**src/rtl/store_monitor_pkg.sv**
```systemverilog
// Shared types and constants for the store monitor: FSM state encoding,
// default verdict addresses/data and counter widths.
package store_monitor_pkg;

    typedef enum logic [2:0] {
        IDLE = 3'd0,
        RUN  = 3'd1,
        PASS = 3'd2,
        FAIL = 3'd3,
        TOUT = 3'd4
    } state_e;

    localparam logic [31:0] DEF_PASS_ADDR   = 32'd100;
    localparam logic [31:0] DEF_PASS_DATA   = 32'd25;
    localparam logic [31:0] DEF_IGNORE_ADDR = 32'd96;
    localparam int          DEF_TIMEOUT     = 1000;

    localparam int CNT_W = 16;
    localparam int TMO_W = 20;

    // A verdict state holds until reset.
    function automatic logic is_terminal(input state_e s);
        return (s == PASS) || (s == FAIL) || (s == TOUT);
    endfunction

endpackage

```
**src/rtl/sat_counter.sv**
```systemverilog
// Up-counter with synchronous clear that sticks at all-ones instead of wrapping.
module sat_counter
    import store_monitor_pkg::*;
#(
    parameter int W = CNT_W
) (
    input  logic         clk,
    input  logic         reset,
    input  logic         clr,
    input  logic         inc,
    output logic [W-1:0] cnt
);

    logic [W-1:0] cnt_q;
    logic [W-1:0] cnt_d;

    // Clear wins over increment; increment stops at the maximum value.
    always_comb begin
        cnt_d = cnt_q;
        if (clr) begin
            cnt_d = '0;
        end else if (inc && (cnt_q != {W{1'b1}})) begin
            cnt_d = cnt_q + W'(1);
        end
    end

    // Count register.
    always_ff @(posedge clk) begin
        if (reset) begin
            cnt_q <= '0;
        end else begin
            cnt_q <= cnt_d;
        end
    end

    assign cnt = cnt_q;

endmodule

```
**src/rtl/store_monitor.sv**
```systemverilog
// Watches processor stores and latches a pass / fail / timeout verdict.
// A store of PASS_DATA to PASS_ADDR passes, stores to IGNORE_ADDR are only
// counted, any other store fails, and running TIMEOUT cycles without a
// verdict times out.
module store_monitor
    import store_monitor_pkg::*;
#(
    parameter logic [31:0] PASS_ADDR   = DEF_PASS_ADDR,
    parameter logic [31:0] PASS_DATA   = DEF_PASS_DATA,
    parameter logic [31:0] IGNORE_ADDR = DEF_IGNORE_ADDR,
    parameter int          TIMEOUT     = DEF_TIMEOUT
) (
    input  logic        clk,
    input  logic        reset,
    input  logic        en,
    input  logic        MemWrite,
    input  logic [31:0] DataAdr,
    input  logic [31:0] WriteData,
    output logic        done,
    output logic        pass,
    output logic        fail,
    output logic        timeout,
    output logic [15:0] store_count,
    output logic [31:0] fail_addr,
    output logic [31:0] fail_data
);

    // Cycle count value seen on the last allowed RUN cycle.
    localparam logic [TMO_W-1:0] TMO_LAST = TMO_W'(TIMEOUT - 1);

    state_e state_q;
    state_e state_d;

    logic             start_run;
    logic             in_run;
    logic             store_run;
    logic             pass_match;
    logic             bad_store;
    logic             tmo_hit;
    logic [TMO_W-1:0] cyc_cnt;

    logic        done_q,      done_d;
    logic        pass_q,      pass_d;
    logic        fail_q,      fail_d;
    logic        timeout_q,   timeout_d;
    logic [31:0] fail_addr_q, fail_addr_d;
    logic [31:0] fail_data_q, fail_data_d;

    assign start_run  = (state_q == IDLE) && en;
    assign in_run     = (state_q == RUN);
    assign store_run  = in_run && MemWrite;
    assign pass_match = (DataAdr == PASS_ADDR) && (WriteData == PASS_DATA);
    // A wrong value at the pass address fails even if it aliases the scratch address.
    assign bad_store  = !pass_match && ((DataAdr == PASS_ADDR) || (DataAdr != IGNORE_ADDR));
    assign tmo_hit    = (cyc_cnt == TMO_LAST);

    // Stores seen in RUN, saturating; never cleared except by reset or a new run.
    sat_counter #(.W(CNT_W)) u_store_cnt (
        .clk   (clk),
        .reset (reset),
        .clr   (start_run),
        .inc   (store_run),
        .cnt   (store_count)
    );

    // RUN cycles since the run started.
    sat_counter #(.W(TMO_W)) u_cyc_cnt (
        .clk   (clk),
        .reset (reset),
        .clr   (start_run),
        .inc   (in_run),
        .cnt   (cyc_cnt)
    );

    // State register.
    always_ff @(posedge clk) begin
        if (reset) begin
            state_q <= IDLE;
        end else begin
            state_q <= state_d;
        end
    end

    // Next state: a store outranks the timeout; a scratch store on the last cycle still times out.
    always_comb begin
        state_d = state_q;
        case (state_q)
            IDLE: begin
                if (en) begin
                    state_d = RUN;
                end
            end
            RUN: begin
                if (MemWrite && pass_match) begin
                    state_d = PASS;
                end else if (MemWrite && bad_store) begin
                    state_d = FAIL;
                end else if (tmo_hit) begin
                    state_d = TOUT;
                end
            end
            default: begin
                state_d = state_q;
            end
        endcase
    end

    // Verdict outputs decoded from the next state so they register alongside it.
    always_comb begin
        done_d      = is_terminal(state_d);
        pass_d      = (state_d == PASS);
        fail_d      = (state_d == FAIL);
        timeout_d   = (state_d == TOUT);
        fail_addr_d = fail_addr_q;
        fail_data_d = fail_data_q;
        if (in_run && (state_d == FAIL)) begin
            fail_addr_d = DataAdr;
            fail_data_d = WriteData;
        end
    end

    // Output registers.
    always_ff @(posedge clk) begin
        if (reset) begin
            done_q      <= 1'b0;
            pass_q      <= 1'b0;
            fail_q      <= 1'b0;
            timeout_q   <= 1'b0;
            fail_addr_q <= '0;
            fail_data_q <= '0;
        end else begin
            done_q      <= done_d;
            pass_q      <= pass_d;
            fail_q      <= fail_d;
            timeout_q   <= timeout_d;
            fail_addr_q <= fail_addr_d;
            fail_data_q <= fail_data_d;
        end
    end

    assign done      = done_q;
    assign pass      = pass_q;
    assign fail      = fail_q;
    assign timeout   = timeout_q;
    assign fail_addr = fail_addr_q;
    assign fail_data = fail_data_q;

endmodule

```
**config.mk**
```make
export PLATFORM = sky130hd
export DESIGN_NAME = store_monitor
export DESIGN_NICKNAME = d
export VERILOG_FILES = /design/src/rtl/store_monitor_pkg.sv /design/src/rtl/sat_counter.sv /design/src/rtl/store_monitor.sv
export SDC_FILE = /design/constraint.sdc
export NUM_CORES = 1
export LEC_CHECK = 0
export ABC_AREA = 1
export CORE_AREA = 5 5 110 112
export DETAILED_ROUTE_END_ITERATION = 10
export DIE_AREA = 0 0 115 117
export GPL_ROUTABILITY_DRIVEN = 0
export PLACE_DENSITY = 0.84
export SLEW_MARGIN = 20
export SYNTH_ARGS = -nofsm -noshare
export SYNTH_HDL_FRONTEND = slang
export SYNTH_SLANG_ARGS = --single-unit
```
**constraint.sdc**
```tcl
create_clock -name clk -period 3.4 [get_ports clk]
set_input_delay 0.51 -clock clk [delete_from_list [all_inputs] [get_ports clk]]
set_output_delay 0.51 -clock clk [all_outputs]
set_load 0.02 [all_outputs]
```
# Word level (Yosys, flattened, before mapping)
# Index checks and enable logic that the tools add are counted.
totals:
  register_bits: 107
  in_bits: 68
  wordCells: 41
classes:
  n_addsub: 2
  n_eq_ne: 10
  n_mux: 5
  n_reduce_logical: 15
ops:
  columns: ["operator", "n"]
  rows:
  - ["32-bit by 5-bit equality test with 1-bit output (second input constant)", 1]
  - ["32-bit by 7-bit equality test with 1-bit output (second input constant)", 1]
  - ["32-bit by 7-bit != test with 1-bit output (second input constant)", 1]
  - ["20-bit by 1-bit adder with 20-bit output (second input constant)", 1]
  - ["20-bit by 10-bit equality test with 1-bit output (second input constant)", 1]
  - ["20-bit != test (second input constant)", 1]
  - ["16-bit by 1-bit adder with 16-bit output (second input constant)", 1]
  - ["16-bit != test (second input constant)", 1]
  - ["3-bit two-way mux", 4]
  - ["1-bit logical AND", 9]
  - ["3-bit by 2-bit equality test with 1-bit output (second input constant)", 2]
  - ["3-bit one-hot mux with 2 select lines", 1]
  - ["3-bit by 1-bit equality test with 1-bit output (second input constant)", 1]
  - ["3-bit equality test (second input constant)", 1]
  - ["3-bit zero test", 1]
  - ["1-bit logical OR", 3]
  - ["2-bit OR reduction", 1]
  - ["1-bit zero test", 1]

# Depth between registers and ports, before layout
depth:
  ltp_word: 11
  depth_mapped: 16
  depth_no_buf: 14

# Cells and area by module
# Synthesis repeated with hierarchy kept, for this count alone.
unflattened:
  cells_unflattened: 886
  hier_area_um2: 5709.2
by_module_without_submodules:
  columns: ["mod", "instances", "cells_per_inst", "area_per_inst_um2", "seq_area_each_um2"]
  rows:
  - ["store_monitor", 1, 538, 3500.9, 1421.4]
  - ["sat_counter at u_cyc_cnt", 1, 192, 1203.7, 400.4]
  - ["sat_counter at u_store_cnt", 1, 156, 1004.7, 320.3]

# Least setup slack after synthesis
# No wires, ideal clock.
synth_timing:
  kind: "input to register"
  startpoint: "in WriteData[28]"
  endpoint: "reg fail_addr_q[0] (netlist: fail_addr[0])"
  setup_ns: 0.115
  t_arrival_ns: 1.756
  required_time_ns: 3.285
  slack_ns: 1.529
  path_stages: 14
  n_path_buf: 2
  path_cell_list: "nor2_1 -> nand2_1 -> nor2_1 -> nand2_1 -> nor2_2 -> nand2_1 -> nand2_2 -> nand2_1 -> nand2_2 -> nand3_2 -> buf_6 -> buf_6 -> a21oi_1 -> nor2_1"
synth_between:
  elab_chain_cells: 10
  word_cells_on_any_way: 11
  cone_classes: "2 x eq/ne; 3 x mux; 6 x reduce/logical"
synth_rtl:
  columns: ["item", "line", "text"]
  rows:
  - ["start: declaration", "store_monitor.sv:18", "input logic [31:0] WriteData,"]
  - ["32-bit by 5-bit equality test with 1-bit output (*)", "store_monitor.sv:52", "assign pass_match = (DataAdr == PASS_ADDR) && (WriteData == PASS_DATA);"]
  - ["1-bit logical AND (*)", "store_monitor.sv:52", null]
  - ["1-bit zero test", "store_monitor.sv:54", "assign bad_store = !pass_match && ((DataAdr == PASS_ADDR) || (DataAdr != IGNORE_ADDR));"]
  - ["1-bit logical AND", "store_monitor.sv:54", null]
  - ["1-bit logical AND", "store_monitor.sv:96", "end else if (MemWrite && bad_store) begin"]
  - ["3-bit two-way mux", "store_monitor.sv:96", null]
  - ["3-bit two-way mux (*)", "store_monitor.sv:94", "if (MemWrite && pass_match) begin"]
  - ["3-bit one-hot mux with 2 select lines (*)", "store_monitor.sv:87", "case (state_q)"]
  - ["3-bit by 2-bit equality test with 1-bit output (*)", "store_monitor.sv:116", "if (in_run && (state_d == FAIL)) begin"]
  - ["1-bit logical AND (*)", "store_monitor.sv:116", null]
  - ["end signal: assignment", "store_monitor.sv:136", "fail_addr_q <= fail_addr_d;"]
  - ["end: declaration", "store_monitor.sv:46", "logic [31:0] fail_addr_q, fail_addr_d;"]
# Mark *: on every way between the ends. The rest lies on a longest branch, timed or not.
# A chain may end at the register's enable or synchronous reset.

# Worst setup path in the final report
layout_timing:
  startpoint: "in WriteData[30]"
  endpoint: "reg fail_addr_q[23] (netlist: fail_addr[23])"
# The elaborated chain is that of the path after synthesis.

==> results.cfg <==
[cells_and_area]
syn2layout_area_growth_pct = 32.6
fill_cells = 956
multiInputGateArea_sq_um = 2790
nNetsFinal = 1031
final_util_pct = 67.0
drive_gt1_share_pct = 7.88
seqCellArea_sq_um = 2140

[logic_synthesis]
synthCells = 832
yosysSeqAreaShare_pct = 38.1
synth_cell_types = 29
ys.flop_type = dfxtp_1
synth_most_common_cell = nand2_1
yosys-top-cells-count = nand2_1, nor2_1, inv_1
synth_edf_count = 0
async_flop_share_pct = 0
yosysTopAreaCellShare_pct = 38.1
syn_area_per_cell_sq_um = 6.76
synth_seq_cells = 107
synth_nets = 902
yosys.area.top_type = dfxtp_1
yosysWarningCount = 0
syn-cell-area_sq_um = 5620
synth_area_leaders = dfxtp_1, nand2_1, nor2_1

[detailed_routing]
dr_wl_met3_um = 1010
wl_per_cell_um = 13.0
num_vias = 5554
drt-pass1-iter-count = 5
highest_layer = met4
routed-wl-met2_um = 6530
antenna_left = 0
drtIter0Drc = 367
drc = 0
vias_per_cell = 5.01
wl_met1_um = 6590
totalWireLength_um = 14400

[worst_setup_path]
r2r_start = u_cyc_cnt.cnt[0]
r2r_end = u_cyc_cnt.cnt[7]
worstSetupEndpointType = flop
worstPathMaxFanout = 45
reg2reg_slack_ps = 1130
startpoint_type = input pin
worstPathArrival_ps = 2780
cp_data_required_time_ps = 3650
worstRegToRegCells = 12
crit_type = in -> reg
crit_start = WriteData[30]

[die]
die_h_um = 117
rows = 39
core_sq_um = 11100
start_util_pct = 50.6
num_io_pins = 152
die_w_um = 115
die-area_sq_um = 13500

[sta]
tightest_slew_ps = 682
fin_crit_ps = 2540
rsz0062_at_grt = no
fin_tns_setup_ps = 0
setup_viol = 0
fmax_mhz = 394
finalCritPeriodShare_pct = 74.7
relSlewSlack_pct = 54.5
hold_viol_final = 0
drv_slew = 0
skew_ps = 5.02

[global_route]
antenna_found_initial = 0
grt_pass1_wl_um = 22900
grt_max_degree = 66
grt_overflow_total = 0
grt_pass1_vias = 4955
grt_usage_pct = 21.0

[clocking]
cts_buffer_depth = 2
htreeDepth = 3
cts_buffers = 9
path_clk_slew_ps = 70
cts-root-buf = clkbuf_16
ctsResizeCount = 0
post_cts_buffers = 0
cts.sinks = 107
cts_tree = yes
insertion_delay_ps = 350
hold_buffers = 0

[worst_hold_path]
hold_path_end = fail_addr[9]
worstHoldStart = fail_addr[9]
holdCritPathClass = reg -> reg
holdPathStages = 2

[flow_run]
drv_cap = 0

[pwr]
clkPwrFrac_pct = 33.9
p_int_mw = 2.11
p_sw_share_pct = 28.1
power_frac_seq_pct = 45.3
p_switching_uw = 827
max-vdd-ir-drop_v = 0.000401
p_comb_share_pct = 20.8
leakagePower_nw = 2.86
power_density_nw_per_um2 = 394

[placement]
hpwl_um = 10500
placement.io_buffers = 151

[outcome]
outcome = finished, final reports clean
-- cells in the final DEF, fill, tap and decap left out --
cell type        instances
a21oi_1                 93
nor2_1                 140
xnor2_1                  3
xor2_1                   9
ha_1                     2
nand3_1                 50
nor4_1                   7
clkbuf_8                 3
nand3b_1                 1
inv_4                    1
nor3_1                  18
buf_12                   5
clkdlybuf4s50_1        151
o21ai_1                  1
nand3_2                 40
or3_1                    1
dfxtp_1                107
nor2_2                   2
clkbuf_16                9
diode_2                  1
inv_2                    4
clkbuf_1                 1
nor4_2                   1
inv_1                  108
a31oi_1                  2
nand2_1                169
or2_2                    1
nand2_2                  3
buf_4                    3
a211oi_1                 1
o21ai_0                 16
clkinv_2                 2
nand3_4                  1
nand4_1                  9
nor3_2                   1
-- routing by layer --
layer,vias up,GRT usage (%)
met5,-,0
li1,2895,-
met2,174,33.3
met4,0,7.82
met1,2462,27.5
met3,23,5.81
-- worst max-delay path, stage by stage --
cell,delay (ps)
clkdlybuf4s50_1,420
nor2_1,190
nand2_1,110
nor2_1,170
nand2_1,90
nor2_2,120
nand2_1,80
nand2_2,90
nand2_1,60
nand2_2,110
nand3_4,270
buf_12,310
a21oi_1,180
nor2_1,60
-- area by class of cell --
type	count	share of cell area, %
tap	143	2.40
timing repair buffer	159	21.9
antenna	1	0.0336
sequential	107	28.7
inverter	113	5.72
clock buffer	13	3.62
clock inverter	2	0.134
multi-input combinational	571	37.4
-- registers in the layout, indices dropped and copies added (netlist names) --
name,count
fail_addr,32
u_store_cnt.cnt,16
done,1
pass,1
fail_data,32
u_cyc_cnt.cnt,20
state_q,3
timeout,1
fail,1
-- worst max path at each step --
stage	slack (ps)	to
CTS	880	fail_addr[23]
finish	860	fail_addr[23]
global route	680	fail_addr[23]
detailed placement	540	fail_data[16]
global placement	600	fail_addr[24]
floorplan	1530	fail_addr[0]
-- cell families (layout without fill, tap and decap cells) --
kind of cell	after synthesis	count (layout)	share of synthesized area [%]
compound gates	113	113	10.1
flops	107	107	38.1
simple gates	444	444	37.1
buf+inv	154	287	12.4
other cells	0	1	0
fa+ha+maj	2	2	0.445
xor+xnor	12	12	1.87
-- metrics by stage --
step	hold WS, ps	power, mW	setup slack (ps)	area (sq um)	std cells
after floorplan	452	1.75	1530	5620	832
after global placement	460	1.96	597	7170	1093
after detailed placement	467	1.97	542	7170	1093
after CTS	484	2.97	884	7450	1108
after global routing	500	3.08	680	7450	1108
final	480	2.94	862	7460	1109
-- power by group through the flow --
stage          Clock [mW]  Sequential, mW  Combinational (mW)
5_1_grt              1.07            1.34               0.670
2_1_floorplan           0            1.41               0.335
3_3_place_gp            0            1.36               0.604
3_5_place_dp            0            1.36               0.611
4_1_cts              1.02            1.33               0.615
6_report            0.996            1.33               0.612
Power figures use the tool's default switching activity.
